$ cat src/rtl/nabp_filter_fill_sequencer.sv
// Sequences one filtered-RAM fill per projection angle: clear the filter, stream
// host RAM addresses (with zero padding) through it, write centred results, signal done.
module nabp_filter_fill_sequencer #(
  parameter int unsigned ANGLE_WIDTH  = 9,
  parameter int unsigned S_WIDTH      = 9,
  parameter int unsigned DATA_WIDTH   = 16,
  parameter int unsigned LINE_SIZE    = 256,
  parameter int unsigned FILTER_DELAY = 8
) (
  input  logic                   clk,
  input  logic                   reset,
  input  logic                   fill_start,
  input  logic [ANGLE_WIDTH-1:0] fill_angle,
  input  logic                   fill_abort,
  output logic                   fill_busy,
  output logic                   fill_done,
  output logic [ANGLE_WIDTH-1:0] fill_angle_q,
  output logic [S_WIDTH-1:0]     hs_s_val,
  output logic                   hs_pad,
  output logic                   filter_enable,
  output logic                   filter_clear,
  input  logic [DATA_WIDTH-1:0]  filter_out,
  output logic                   wr_en,
  output logic [S_WIDTH-1:0]     wr_addr,
  output logic [DATA_WIDTH-1:0]  wr_data
);

  localparam int unsigned LAT  = 1 + FILTER_DELAY;
  localparam int unsigned RD_W = $clog2(LINE_SIZE + FILTER_DELAY + 1);
  localparam int unsigned WR_W = $clog2(LINE_SIZE + 1);

  localparam logic [RD_W-1:0]    RD_LAST = RD_W'(LINE_SIZE + FILTER_DELAY - 1);
  localparam logic [RD_W-1:0]    RD_PAD  = RD_W'(LINE_SIZE);
  localparam logic [WR_W-1:0]    WR_LAST = WR_W'(LINE_SIZE - 1);
  localparam logic [S_WIDTH-1:0] S_LAST  = S_WIDTH'(LINE_SIZE - 1);

  typedef enum logic [2:0] {
    S_IDLE,
    S_CLEAR,
    S_FEED,
    S_DRAIN,
    S_DONE
  } state_e;

  state_e                 state_q, state_d;
  logic [RD_W-1:0]        rd_q, rd_d;
  logic [WR_W-1:0]        wr_cnt_q, wr_cnt_d;
  logic [LAT-1:0]         valid_q, valid_d;
  logic [ANGLE_WIDTH-1:0] angle_q, angle_d;
  logic                   busy_q, busy_d;
  logic                   done_q, done_d;
  logic [S_WIDTH-1:0]     s_val_q, s_val_d;
  logic                   pad_q, pad_d;
  logic                   en_q, en_d;
  logic                   clr_q, clr_d;
  logic                   abort_now;
  logic                   issue;
  logic                   last_wr;

  always_comb begin
    abort_now = fill_abort && (state_q != S_IDLE);
    issue     = (state_q == S_FEED) && (rd_q < RD_PAD);
    last_wr   = valid_q[LAT-1] && (wr_cnt_q == WR_LAST);

    state_d = state_q;
    rd_d    = '0;
    angle_d = angle_q;

    unique case (state_q)
      S_IDLE: begin
        if (fill_start && !fill_abort) begin
          state_d = S_CLEAR;
          angle_d = fill_angle;
        end
      end
      S_CLEAR: state_d = S_FEED;
      S_FEED: begin
        if (rd_q == RD_LAST) state_d = S_DRAIN;
        else                 rd_d    = rd_q + 1'b1;
      end
      S_DRAIN: begin
        if (last_wr) state_d = S_DONE;
      end
      S_DONE:  state_d = S_IDLE;
      default: state_d = S_IDLE;
    endcase

    if (abort_now) state_d = S_IDLE;

    valid_d    = valid_q << 1;
    valid_d[0] = issue;
    if (abort_now) valid_d = '0;

    wr_cnt_d = wr_cnt_q;
    if (valid_q[LAT-1]) wr_cnt_d = wr_cnt_q + 1'b1;
    if (abort_now || (state_d inside {S_IDLE, S_CLEAR, S_DONE})) wr_cnt_d = '0;

    // Outputs are decoded from next-state values so they can be registered
    // without adding a cycle of latency.
    busy_d = state_d inside {S_CLEAR, S_FEED, S_DRAIN};
    done_d = (state_d == S_DONE);
    clr_d  = (state_d == S_CLEAR);
    en_d   = state_d inside {S_FEED, S_DRAIN};
    pad_d  = ((state_d == S_FEED) && (rd_d >= RD_PAD)) || (state_d == S_DRAIN);

    s_val_d = '0;
    if (state_d == S_FEED)       s_val_d = (rd_d < RD_PAD) ? S_WIDTH'(rd_d) : S_LAST;
    else if (state_d == S_DRAIN) s_val_d = S_LAST;
  end

  always_ff @(posedge clk or posedge reset) begin
    if (reset) begin
      state_q  <= S_IDLE;
      rd_q     <= '0;
      wr_cnt_q <= '0;
      valid_q  <= '0;
      angle_q  <= '0;
      busy_q   <= 1'b0;
      done_q   <= 1'b0;
      s_val_q  <= '0;
      pad_q    <= 1'b0;
      en_q     <= 1'b0;
      clr_q    <= 1'b0;
    end else begin
      state_q  <= state_d;
      rd_q     <= rd_d;
      wr_cnt_q <= wr_cnt_d;
      valid_q  <= valid_d;
      angle_q  <= angle_d;
      busy_q   <= busy_d;
      done_q   <= done_d;
      s_val_q  <= s_val_d;
      pad_q    <= pad_d;
      en_q     <= en_d;
      clr_q    <= clr_d;
    end
  end

  // An abort clears the filter in the same cycle it is raised.
  assign filter_clear  = clr_q | abort_now;
  assign fill_busy     = busy_q;
  assign fill_done     = done_q;
  assign fill_angle_q  = angle_q;
  assign hs_s_val      = s_val_q;
  assign hs_pad        = pad_q;
  assign filter_enable = en_q;
  assign wr_en         = valid_q[LAT-1];
  assign wr_addr       = S_WIDTH'(wr_cnt_q);
  assign wr_data       = filter_out;

endmodule

$ cat config.mk
export PLATFORM = sky130hd
export DESIGN_NAME = nabp_filter_fill_sequencer
export DESIGN_NICKNAME = d
export VERILOG_FILES = /design/src/rtl/nabp_filter_fill_sequencer.sv
export SDC_FILE = /design/constraint.sdc
export NUM_CORES = 1
export LEC_CHECK = 0
export CORE_MARGIN = 2
export CORE_UTILIZATION = 40
export CTS_CLUSTER_DIAMETER = 100
export DETAILED_ROUTE_END_ITERATION = 10
export PLACE_DENSITY = 0.71
export SLEW_MARGIN = 20
export SYNTH_ARGS = -nofsm -noshare
export SYNTH_HDL_FRONTEND = slang
export SYNTH_SLANG_ARGS = --single-unit
export TNS_END_PERCENT = 5
$ cat constraint.sdc
create_clock -name clk -period 3.2 [get_ports clk]
set_clock_uncertainty 0.05 [all_clocks]
set_input_delay 0.32 -clock clk [delete_from_list [all_inputs] [get_ports clk]]
set_output_delay 0.32 -clock clk [all_outputs]
set_load 0.005 [all_outputs]
* Word level (Yosys, flattened, before mapping)
Cells that the tools add are included.
** Operators by class
- Reductions and logical operators :: 16
- Bitwise operators :: 1
- Equal/unequal tests :: 9
- Multiplexer cells :: 13
- Magnitude comparators :: 3
- $add $sub $neg :: 2
** Operator list (number)
- two-way mux 9 bit :: 7
- adder 9 x 1 -> 9 bit (second input constant) :: 2
- less-than comparator 9 bit (second input constant) :: 2
- equality test 3 x 2 -> 1 bit (second input constant) :: 4
- two-way mux 3 bit :: 4
- case mux 3 bit (4 select lines) :: 1
- equality test 9 x 8 -> 1 bit (second input constant) :: 1
- equality test 9 bit (second input constant) :: 1
- greater-or-equal comparator 9 bit (second input constant) :: 1
- nonzero test 3 bit :: 3
- two-way mux 8 bit :: 1
- equality test 3 x 1 -> 1 bit (second input constant) :: 2
- logical NOT 3 bit :: 2
- logical AND 1 bit :: 5
- nonzero test 2 bit :: 2
- equality test 3 bit (second input constant) :: 1
- logical OR 1 bit :: 2
- AND reduction 2 bit :: 1
- logical NOT 1 bit :: 1
- OR 1 bit :: 1
** Word-level totals
- Input bits :: 29
- Flip-flop bits (word level) :: 53
- Output and inout bits :: 49
- Word-level logic and storage cells :: 55

* Depth between registers and ports, before layout
Gate-level depths: netlist of the first run.
- Depth after elaboration :: 9
- Depth in mapped cells :: 9
- Mapped depth without buffers :: 8

* Least setup slack after synthesis of the first run
OpenSTA, ideal clock, no wires.
- Kind :: register to register
- Start :: register wr_cnt_q[0], in the netlist wr_addr[0]
- End :: register busy_q, in the netlist fill_busy
- Slack :: 1.412 ns
- Cell stages (with the launch flop) :: 9
- Period minus slack after synthesis :: 1.788 ns
- Arrival time :: 1.598 ns
- Buffers on the path :: 1
- Library setup time :: 0.140 ns
- Required time :: 3.010 ns
- Cells stage by stage :: dfrtp_1 -> ha_1 -> nand3_1 -> nor2_1 -> ha_1 -> nand4_1 -> o211ai_1 -> clkbuf_1 -> o31ai_1
** On the way
- Longest elaborated chain between the ends :: 7
- Elaborated cells between the ends (all ways) :: 9
- Classes of those cells :: eq/ne (4); mux (3); reduce/logical (2)
** RTL lines
- from (decl) :: line 47 : logic [WR_W-1:0] wr_cnt_q, wr_cnt_d;
- from (signal assigned) :: line 127 : wr_cnt_q <= wr_cnt_d;
- equality test 9 x 8 -> 1 bit * :: line 63 : last_wr = valid_q[LAT-1] && (wr_cnt_q == WR_LAST);
- logical AND 1 bit * :: line 63
- two-way mux 3 bit * :: line 82 : if (last_wr) state_d = S_DONE;
- case mux 3 bit (4 select lines) * :: line 69 : unique case (state_q)
- two-way mux 3 bit * :: line 88 : if (abort_now) state_d = S_IDLE;
- equality test 3 x 1 -> 1 bit / equality test 3 x 2 -> 1 bit (equally long branches) :: line 100 : busy_d = state_d inside {S_CLEAR, S_FEED, S_DRAIN};
- nonzero test 3 bit * :: line 100
- via busy_d :: line 50 : logic busy_q, busy_d;
- to (signal assigned) :: line 130 : busy_q <= busy_d;
- to (decl) :: line 50
Mark *: on every way through the listed nets, which the timed path passes. The rest lies on a longest branch.
A chain may end at the register's enable or synchronous reset.

* Worst setup path after layout of the first run
- Start :: register wr_cnt_q[0], in the netlist wr_addr[0]
- End :: register wr_cnt_q[8], in the netlist wr_addr[8]
** On the way
- Longest elaborated chain between the ends :: 9
- Elaborated cells between the ends (all ways) :: 14
- Classes of those cells :: add/sub (1); eq/ne (3); mux (5); reduce/logical (5)
** RTL lines
- equality test 9 x 8 -> 1 bit :: line 63
- logical AND 1 bit :: line 63
- two-way mux 3 bit :: line 82
- case mux 3 bit (4 select lines) :: line 69
- two-way mux 3 bit :: line 88
- equality test 3 x 1 -> 1 bit (tied with other cells) :: line 96 : if (abort_now || (state_d inside {S_IDLE, S_CLEAR, S_DONE})) wr_cnt_d = '0;
- nonzero test 3 bit :: line 96
- logical OR 1 bit :: line 96
- two-way mux 9 bit / nonzero test 2 bit (equally long branches)
Parallel ways exist; a longest one is shown, timed or not. The select of a mux whose other input is x is not followed.

==> run metrics, run 1 <==
run status completed; Vias/cell 4.97; Max Cap Viol 0; Seq pwr share ~54%; # rows 27; share of layout cells above drive strength 1 between 10% and 20%; CTS tree yes; EDFF count, synth 0; post-DP HPWL slightly below 3000 um; Core ar. 5570 um^2; Switch Pwr about 300 uW; clock power share a little under a third; Overflow after GRT 0; synthesized instance count 207; Comb pwr share 15.2%; startpoint types flip-flop; IO Count 78; switching share of power between 20% and 30%; Seq cells post-synth 52; arrival time worst endpoint 2.33 ns; power per cell area 485 nW/um^2; Resized cells post-CTS 0; initial antenna violation count 0; drc violations 0; router iterations before antenna repair 4; relative slew slack 38.8%; Num CTS Buffers 5; Int Pwr 1.06 mW; Antenna diodes 0; CP Max Fanout 12; H-tree depth 2; initial drt markers 68; nets 269; Seq/Total Area, Yosys 55.8%; post-CTS setup buffer count 0; first-pass GRT wire length 6860 um; Setup crit end kind flip-flop; critical path class flip-flop to flip-flop; clock latency on the worst-skew pair 0.30 ns; final worst path period share 69.0%; yosys warns 0; Area Overhead vs Synth 20.7%; Die W ~80 um; Fin. Hold Viols 0; DR WL/cell 13.1 um; WL final 4020 um; die area 6450 um^2; commonest non-fill, non-tap cell in the layout dfrtp_1; pre-CTS WS slightly below 0.9 ns; CP required roughly 3.3 ns; synthesized area 2330 um^2; vias in the first global route 1482; Post-DRT Antenna Nets 0; maximum vdd drop 305 uV; Hold Path Class primary input to async pin; Chip Height 80.3 um; commonest cells after routing, fill and taps aside 52 x dfrtp_1, 44 x clkdlybuf4s50_1, 14 x nor2_1, 13 x inv_1, 11 x nand2_1; hold_buf cts 0; Yosys cell types 41; Post-Syn Area per Cell 11.3 um^2; Final setup viols 0; initial core utilization 41.8%; Achievable Freq approximately 0.45 GHz; Sink Count 52; clock tree buffer depth 2; Tmin final 2.21 ns; port bufs 44; P_leak 1.28 nW; Worst Tran Pin Value 0.914 ns; syn_nets 239; FFs w/ async S/R, synth 100%; DR vias 1531; RSZ-0062 raised after global routing false; Slew Viols, Final 0; setup TNS 0 ns; largest net degree at the start of global routing 31; most common flop cell mapped by yosys dfrtp_1; setup ws final 0.991 ns; all-layer global routing usage 13.7%; GP Congestion slightly below 0.8; Worst-path clk slew 0.09 ns; Root Buffer clkbuf_8
==> metal layers <==
| layer | vias up | part of all wire, % | wire [um] | track usage [%] |
|---|---|---|---|---|
| met3 | 6 | 5.4 | 216 | 3.60 |
| li1 | 737 | - | - | - |
| met5 | - | 0 | 0 | 0 |
| met4 | 0 | 1.3 | 52 | 4.24 |
| met2 | 41 | 47 | 1880 | 22.0 |
| met1 | 747 | 47 | 1870 | 18.0 |
==> Yosys cell counts, types with 2 or more instances <==
library cell | number | area share, %
and4_1 | 2 | 0.75
nand2b_1 | 3 | 0.81
or3_1 | 2 | 0.54
buf_2 | 4 | 0.86
buf_4 | 17 | 5.5
dfrtp_1 | 52 | 56
nand4_1 | 6 | 1.6
o21ai_0 | 4 | 0.86
xor2_1 | 5 | 1.9
ha_1 | 3 | 1.6
o31ai_1 | 3 | 0.97
nor2_1 | 14 | 2.3
xnor2_1 | 5 | 1.9
a21oi_1 | 4 | 0.86
clkbuf_1 | 2 | 0.32
nand3_1 | 6 | 1.3
inv_1 | 14 | 2.3
buf_6 | 2 | 0.97
a31oi_1 | 7 | 1.9
a211oi_1 | 2 | 0.64
and2_1 | 9 | 2.4
nand2_1 | 11 | 1.8
nor3_1 | 4 | 0.86
mux2_2 | 9 | 4.3
==> critical path, cell delays in order, from the launching register on <==
cell and delay (ns):
dfrtp_1 0.42, ha_1 0.25, nand3_1 0.09, nor2_1 0.11
ha_1 0.18, nand4_1 0.14, o211ai_1 0.47, buf_4 0.30
a211oi_1 0.06
==> worst paths after layout <==
kind | end | slack, ns | startpoint | depth (start not counted)
worst max-delay path | wr_addr[8] | 0.99 | wr_addr[0] | 8
max in group asynchronous | wr_addr[2] | 2.16 | reset | 3
min in group clk | valid_q[8] | 0.40 | valid_q[7] | 1
worst max register to register | wr_addr[8] | 0.99 | wr_addr[0] | 8
worst min register to register | valid_q[8] | 0.40 | valid_q[7] | 1
worst min-delay path | fill_angle_q[3] | 0.35 | reset | 2
==> cell type report <==
type | instances | area [um^2]
sequential | 52 | 1300
clock inverter | 1 | 30.0
clock buffer | 5 | 68.8
tap | 72 | 90.1
fill | 519 | 2760
multi-input combinational | 116 | 800
inverter | 14 | 52.6
timing repair buffer | 48 | 470
==> stage by stage <==
stage / total power [mW] / hold WS, ns / std cells / utilization, % / instance area [um^2]
after floorplan: 0.859 / 0.341 / 207 / - / 2330
after global placement: 0.959 / 0.381 / 302 / 48.7 / 2710
after detailed placement: 0.962 / 0.387 / 302 / 48.7 / 2710
after CTS: 1.38 / 0.369 / 308 / 50.5 / 2810
after global routing: 1.43 / 0.419 / 308 / 50.5 / 2810
final: 1.36 / 0.347 / 308 / 50.5 / 2810
==> kinds of logic after synthesis <==
group,after synthesis,synth area share [%]
buf+inv,39,9.88
mux,10,4.78
compound gates,29,8.64
xor+xnor,10,3.76
simple gates,63,15.4
other cells,1,0.161
fa+ha+maj,3,1.61
flops,52,55.8
==> power groups by stage <==
stage	clock, mW	combinational, mW	sequential (mW)
finish	0.419	0.208	0.738
floorplan	0	0.112	0.747
CTS	0.430	0.212	0.738
global placement	0	0.209	0.750
detailed placement	0	0.210	0.751
global route	0.459	0.230	0.746
==> registers in the layout, summed over array words and instances, names as in the netlist, 3 cells and up <==
register,count
fill_angle_q,9
hs_s_val,8
rd_q,9
state_q,3
valid_q,9
wr_addr,9
Power figures use the tool's default switching activity.
==> run 2, diff against run 1 <==
--- a/config.mk
+++ b/config.mk
@@ -9,7 +9,7 @@
 export CORE_UTILIZATION = 40
 export CTS_CLUSTER_DIAMETER = 100
 export DETAILED_ROUTE_END_ITERATION = 10
-export PLACE_DENSITY = 0.71
+export PLACE_DENSITY = 0.74
 export SLEW_MARGIN = 20
 export SYNTH_ARGS = -nofsm -noshare
 export SYNTH_HDL_FRONTEND = slang
==> constraint.sdc (replaced) <==
create_clock -name clk -period 1.9 [get_ports clk]
set_clock_uncertainty 0.05 [all_clocks]
set_input_delay 0.19 -clock clk [delete_from_list [all_inputs] [get_ports clk]]
set_output_delay 0.19 -clock clk [all_outputs]
set_load 0.005 [all_outputs]
==> run 2 against run 1 <==
Against the previous run: cell count up 5.5%; count of clock-buffer cells in the layout unchanged; sequential power up 68%; hold slack worse by 0.17 ns; sequential cell count unchanged; die area unchanged.
==> run metrics, run 2 (synthesis results as in run 1) <==
post-route insts no fill 325 (was 308); GP Congestion 0.823 (was 0.783); Num CTS Buffers 5 (unchanged); Die W 80.3 um (unchanged); CP cell instances ha_4 > nand3_1 > nor2_1 > ha_2 > nand4_1 > o211ai_1 > buf_4 > buf_6 > a31oi_1 (was ha_1 > nand3_1 > nor2_1 > ha_1 > nand4_1 > o211ai_1 > buf_4 > a211oi_1); drc violations 0 (unchanged); largest net degree at the start of global routing 53 (was 31); router iterations before antenna repair 4 (unchanged); run status completed (unchanged); hold_buf cts 0 (unchanged); Slew Viols, Final 0 (unchanged); all-layer global routing usage 13.7% (about the same); setup TNS 0 ns (unchanged); Chip Height 80.3 um (unchanged); H-tree depth 2 (unchanged); Crit path largest cell delay 0.41 ns (was 0.47 ns); Sink Count 52 (unchanged); die area 6450 um^2 (unchanged); Vias/cell 4.97 (about the same); Tmin final 1.85 ns (was 2.21 ns); Area Overhead vs Synth 27.3% (was 20.7%); port bufs 44 (unchanged); worst r2r dst hs_s_val[0] (was wr_addr[8]); P_leak 1.35 nW (was 1.28 nW); CP Max Fanout 5 (was 12); Achievable Freq 0.540 GHz (was 0.453 GHz); Setup crit end kind flip-flop (unchanged); Worst-path clk slew 0.10 ns (was 0.09 ns); Setup crit start wr_addr[1] (was wr_addr[0]); Max Cap Viol 0 (unchanged); dpl cells 306 (was 302); vias in the first global route 1517 (was 1482); CTS tree yes (unchanged); commonest cells after routing, fill and taps aside 48 x dfrtp_1, 44 x clkdlybuf4s50_1, 16 x buf_4, 14 x nor2_1, 13 x inv_1 (was 52 x dfrtp_1, 44 x clkdlybuf4s50_1, 14 x nor2_1, 13 x inv_1, 11 x nand2_1); maximum vdd drop 541 uV (was 305 uV); IO Count 78 (unchanged); Post-DRT Antenna Nets 0 (unchanged); Antenna diodes 0 (unchanged); Hold Path Class primary input to async pin (unchanged); # rows 27 (unchanged); filler cell count 494 (was 519); Overall Power 2.25 mW (was 1.36 mW); first-pass GRT wire length 6820 um (was 6860 um); commonest non-fill, non-tap cell in the layout dfrtp_1 (unchanged); initial core utilization 41.8% (unchanged); startpoint types flip-flop (unchanged); DR vias 1615 (was 1531); Worst R2R Setup Slack 0.05 ns (was 0.99 ns); crit path max-delay cell type dfrtp_2 (was o211ai_1); share of layout cells above drive strength 1 20.9% (was 11.9%); power per cell area 759 nW/um^2 (was 485 nW/um^2); CP required 2.02 ns (was 3.32 ns); Overflow after GRT 0 (unchanged); critical path class flip-flop to flip-flop (unchanged); initial drt markers 78 (was 68); final worst path period share 97.4% (was 69.0%); arrival time worst endpoint 1.97 ns (was 2.33 ns); nets 284 (was 269); post-DP HPWL 2900 um (was 2910 um); WL final 4280 um (was 4020 um); clock tree buffer depth 2 (unchanged); Core ar. 5570 um^2 (unchanged); Root Buffer clkbuf_8 (unchanged); clock latency on the worst-skew pair 0.31 ns (was 0.30 ns); initial antenna violation count 0 (unchanged); Setup crit end hs_s_val[0] (was wr_addr[8]); reg2reg path depth 9 (was 8); DR WL/cell 13.2 um (was 13.1 um); Fin. Hold Viols 0 (unchanged); worst reg2reg path startpoint wr_addr[1] (was wr_addr[0]); Final setup viols 0 (unchanged)
==> run 2: worst min-delay path by stage <==
| stage | slack [ns] | startpoint | cells after the start | endpoint |
|---|---|---|---|---|
| CTS | 0.19 | reset | 3 | fill_angle_q[3] |
| detailed placement | 0.33 | filter_out[12] | 0 | wr_data[12] |
| global route | 0.19 | reset | 3 | clr_q |
| finish | 0.18 | reset | 3 | fill_angle_q[3] |
| floorplan | 0.21 | fill_abort | 1 | fill_done |
| global placement | 0.33 | filter_out[12] | 0 | wr_data[12] |
==> run 2: layout make-up <==
type	instances	area, um^2	share of cell area [%]
multi-input combinational	116	833	28.1
sequential	52	1310	44.0
clock buffer	5	68.8	2.32
tap	72	90.1	3.04
clock inverter	3	18.8	0.633
timing repair buffer	63	597	20.1
inverter	14	52.6	1.77
==> run 2: report_power, final <==
part	switching, mW	leakage, nW	internal (mW)	total [mW]
clock	0.354	0.0479	0.257	0.611
sequential	0.0458	0.693	1.19	1.24
combinational	0.149	0.606	0.251	0.399
total	0.549	1.35	1.70	2.25
==> run 2: through the flow <==
step	hold slack (ns)	utilization (%)	area (um^2)	setup WS [ns]
6_report	0.178	53.2	2970	0.0489
5_1_grt	0.191	53.2	2970	-0.0598
4_1_cts	0.187	51.1	2850	0.0177
3_5_place_dp	0.330	49.5	2760	0.0710
3_3_place_gp	0.330	49.5	2760	0.145
2_1_floorplan	0.211	-	2330	0.112
==> run 2: metal layers <==
metal	global-route usage (%)	wire, um	vias up
met2	21.6	2150	43
met1	17.4	1880	789
met4	5.25	29	0
met3	4.49	224	3
met5	0	0	-
li1	-	-	780
==> run 2: worst max-delay path: cells and delay by family (launching register included) <==
kind | cells | cell delay, ns
AO/OA/AOI/OAI | 2 | 0.27
AND/OR/NAND/NOR | 3 | 0.33
buffers and inverters | 2 | 0.30
adder cells (fa/ha/maj) | 2 | 0.36
flip-flops | 1 | 0.41
==> run 2: what timing repair did <==
item                                    in CTS  in global routing
gates resized for setup                      1                 11
setup buffers                                0                 10
endpoints found under the setup margin       1                 21
pin swaps                                    0                  4
gates cloned                                 0                  1
==> run 3, diff against run 2 <==
--- a/config.mk
+++ b/config.mk
@@ -10,6 +10,7 @@
 export CTS_CLUSTER_DIAMETER = 100
 export DETAILED_ROUTE_END_ITERATION = 10
 export PLACE_DENSITY = 0.74
+export SETUP_SLACK_MARGIN = 0.5
 export SLEW_MARGIN = 20
 export SYNTH_ARGS = -nofsm -noshare
 export SYNTH_HDL_FRONTEND = slang
==> run 3 against run 2 <==
Against the previous run: total power decreased by 1.4%; via count increased by 2.7%; cell count increased by 1.2%; worst setup slack improved by 0.036 ns; critical path depth unchanged; core utilization increased by 1.4 points; register-to-register slack improved by 0.04 ns; count of clock-buffer cells in the layout increased by 1; combinational power about the same; global-route usage increased by 1.0 points.
==> run metrics, run 3 (synthesis results as in run 1) <==
IO Count 78 (unchanged); Buf/Inv on CP 2 (unchanged); Overall Power 2.22 mW (was 2.25 mW); RSZ-0062 raised after global routing true; DR vias 1659 (was 1615); worst r2r dst wr_addr[8] (was hs_s_val[0]); Root Buffer clkbuf_8 (unchanged); crit path max-delay cell type dfrtp_1 (was dfrtp_2); critical path class flip-flop to flip-flop (unchanged); Achievable Freq 0.551 GHz (was 0.540 GHz); share of layout cells above drive strength 1 23.3% (was 20.9%); arrival time worst endpoint 1.97 ns (about the same); clock latency on the worst-skew pair 0.30 ns (was 0.31 ns); pre-CTS WS 0.134 ns (was 0.0710 ns); Worst R2R Setup Slack 0.08 ns (was 0.05 ns); all-layer global routing usage 14.7% (was 13.7%); Setup crit end kind flip-flop (unchanged); clock tree buffer depth 2 (unchanged); nets 289 (was 284); worst reg2reg path startpoint wr_addr[1] (unchanged); CP Depth 9 (unchanged); setup ws final 0.0845 ns (was 0.0489 ns); post-layout util 54.6% (was 53.2%); Worst Tran Pin Value 0.496 ns; relative slew slack 66.8%; post-route insts no fill 329 (was 325); first-pass GRT wire length 7330 um (was 6820 um); DR WL/cell 13.8 um (was 13.2 um); Fin. Hold Viols 0 (unchanged); Worst-path clk slew 0.09 ns (was 0.10 ns); post-DP HPWL 3010 um (was 2900 um); WL final 4550 um (was 4280 um); die area 6450 um^2 (unchanged); Die W 80.3 um (unchanged); initial antenna violation count 0 (unchanged); CP Max Fanout 4 (was 5); Area Overhead vs Synth 30.5% (was 27.3%); commonest cells after routing, fill and taps aside 49 x dfrtp_1, 43 x clkdlybuf4s50_1, 20 x buf_4, 13 x inv_1, 13 x nor2_1 (was 48 x dfrtp_1, 44 x clkdlybuf4s50_1, 16 x buf_4, 14 x nor2_1, 13 x inv_1); reg2reg path depth 9 (unchanged); GP Congestion 0.805 (was 0.823); CP cell instances ha_4 > nand3_2 > nor2_4 > ha_4 > nand4_1 > o211ai_1 > buf_4 > buf_4 > a211oi_1 (was ha_4 > nand3_1 > nor2_1 > ha_2 > nand4_1 > o211ai_1 > buf_4 > buf_6 > a31oi_1); Post-DRT Antenna Nets 0 (unchanged); vias in the first global route 1634 (was 1517); startpoint types flip-flop (unchanged); initial core utilization 41.8% (unchanged); dpl cells 311 (was 306); Slew Viols, Final 0 (unchanged); maximum vdd drop 400 uV (was 541 uV); run status completed (unchanged); Max Cap Viol 0 (unchanged); Crit path largest cell delay 0.42 ns (was 0.41 ns); drc violations 0 (unchanged); Hold Path Class primary input to async pin (unchanged); router iterations before antenna repair 4 (unchanged); Core ar. 5570 um^2 (unchanged); commonest non-fill, non-tap cell in the layout dfrtp_1 (unchanged); P_leak 1.39 nW (was 1.35 nW); initial drt markers 121 (was 78); setup TNS 0 ns (unchanged); placed cell areas 2800 um^2 (was 2760 um^2); CTS tree yes (unchanged); Chip Height 80.3 um (unchanged); Sink Count 52 (unchanged); port bufs 44 (unchanged); Final setup viols 0 (unchanged); Antenna diodes 0 (unchanged); Vias/cell 5.04 (was 4.97); hold_buf cts 0 (unchanged); Overflow after GRT 0 (unchanged); Num CTS Buffers 5 (unchanged); CP required 2.06 ns (was 2.02 ns); post-route cell area 3040 um^2 (was 2970 um^2); cell family with most CP delay flip-flops (unchanged); Tmin final 1.82 ns (was 1.85 ns); largest net degree at the start of global routing 53 (unchanged); power per cell area 729 nW/um^2 (was 759 nW/um^2); WHS 0.186 ns (was 0.178 ns); final worst path period share 95.6% (was 97.4%); # rows 27 (unchanged); H-tree depth 2 (unchanged)
## run 3: repair_timing
item / CTS / global route
gates resized for setup: 7 / 12
endpoints found under the setup margin: 60 / 68
pin swaps: 2 / 2
setup buffers: 7 / 2
cloned: 0 / 2
## run 3: tightest hold or removal path: stages
cell and delay [ns]:
clkdlybuf4s50_1 0.41, inv_2 0.07, buf_12 0.26
## run 3: worst max-delay path by stage
stage               slack, ns      endpoint       start
finish                   0.08    wr_addr[8]  wr_addr[1]
global route            -0.02    wr_addr[8]  wr_addr[0]
floorplan                0.24     fill_busy  wr_addr[0]
CTS                      0.14   hs_s_val[5]  wr_addr[4]
detailed placement       0.13    wr_addr[7]  wr_addr[4]
global placement         0.17  filter_clear  fill_abort
## run 3: cell type report
type / instances / area, um^2
fill: 477 / 2530
sequential: 52 / 1310
multi-input combinational: 116 / 881
timing repair buffer: 68 / 637
tap: 72 / 90.1
clock buffer: 6 / 72.6
inverter: 14 / 52.6
clock inverter: 1 / 5.00
## run 3: power breakdown
group          leakage [nW]  internal, mW  total (mW)  switching [mW]
Clock                0.0410         0.251       0.578           0.327
Combinational         0.653         0.248       0.402           0.154
Sequential            0.694          1.20        1.24          0.0441
## run 3: layer usage
metal / GRT usage (%) / up-vias / wire (um)
li1: - / 789 / -
met1: 19.3 / 801 / 2040
met2: 23.3 / 60 / 2190
met3: 4.27 / 9 / 253
met4: 4.75 / 0 / 70
met5: 0 / - / 0
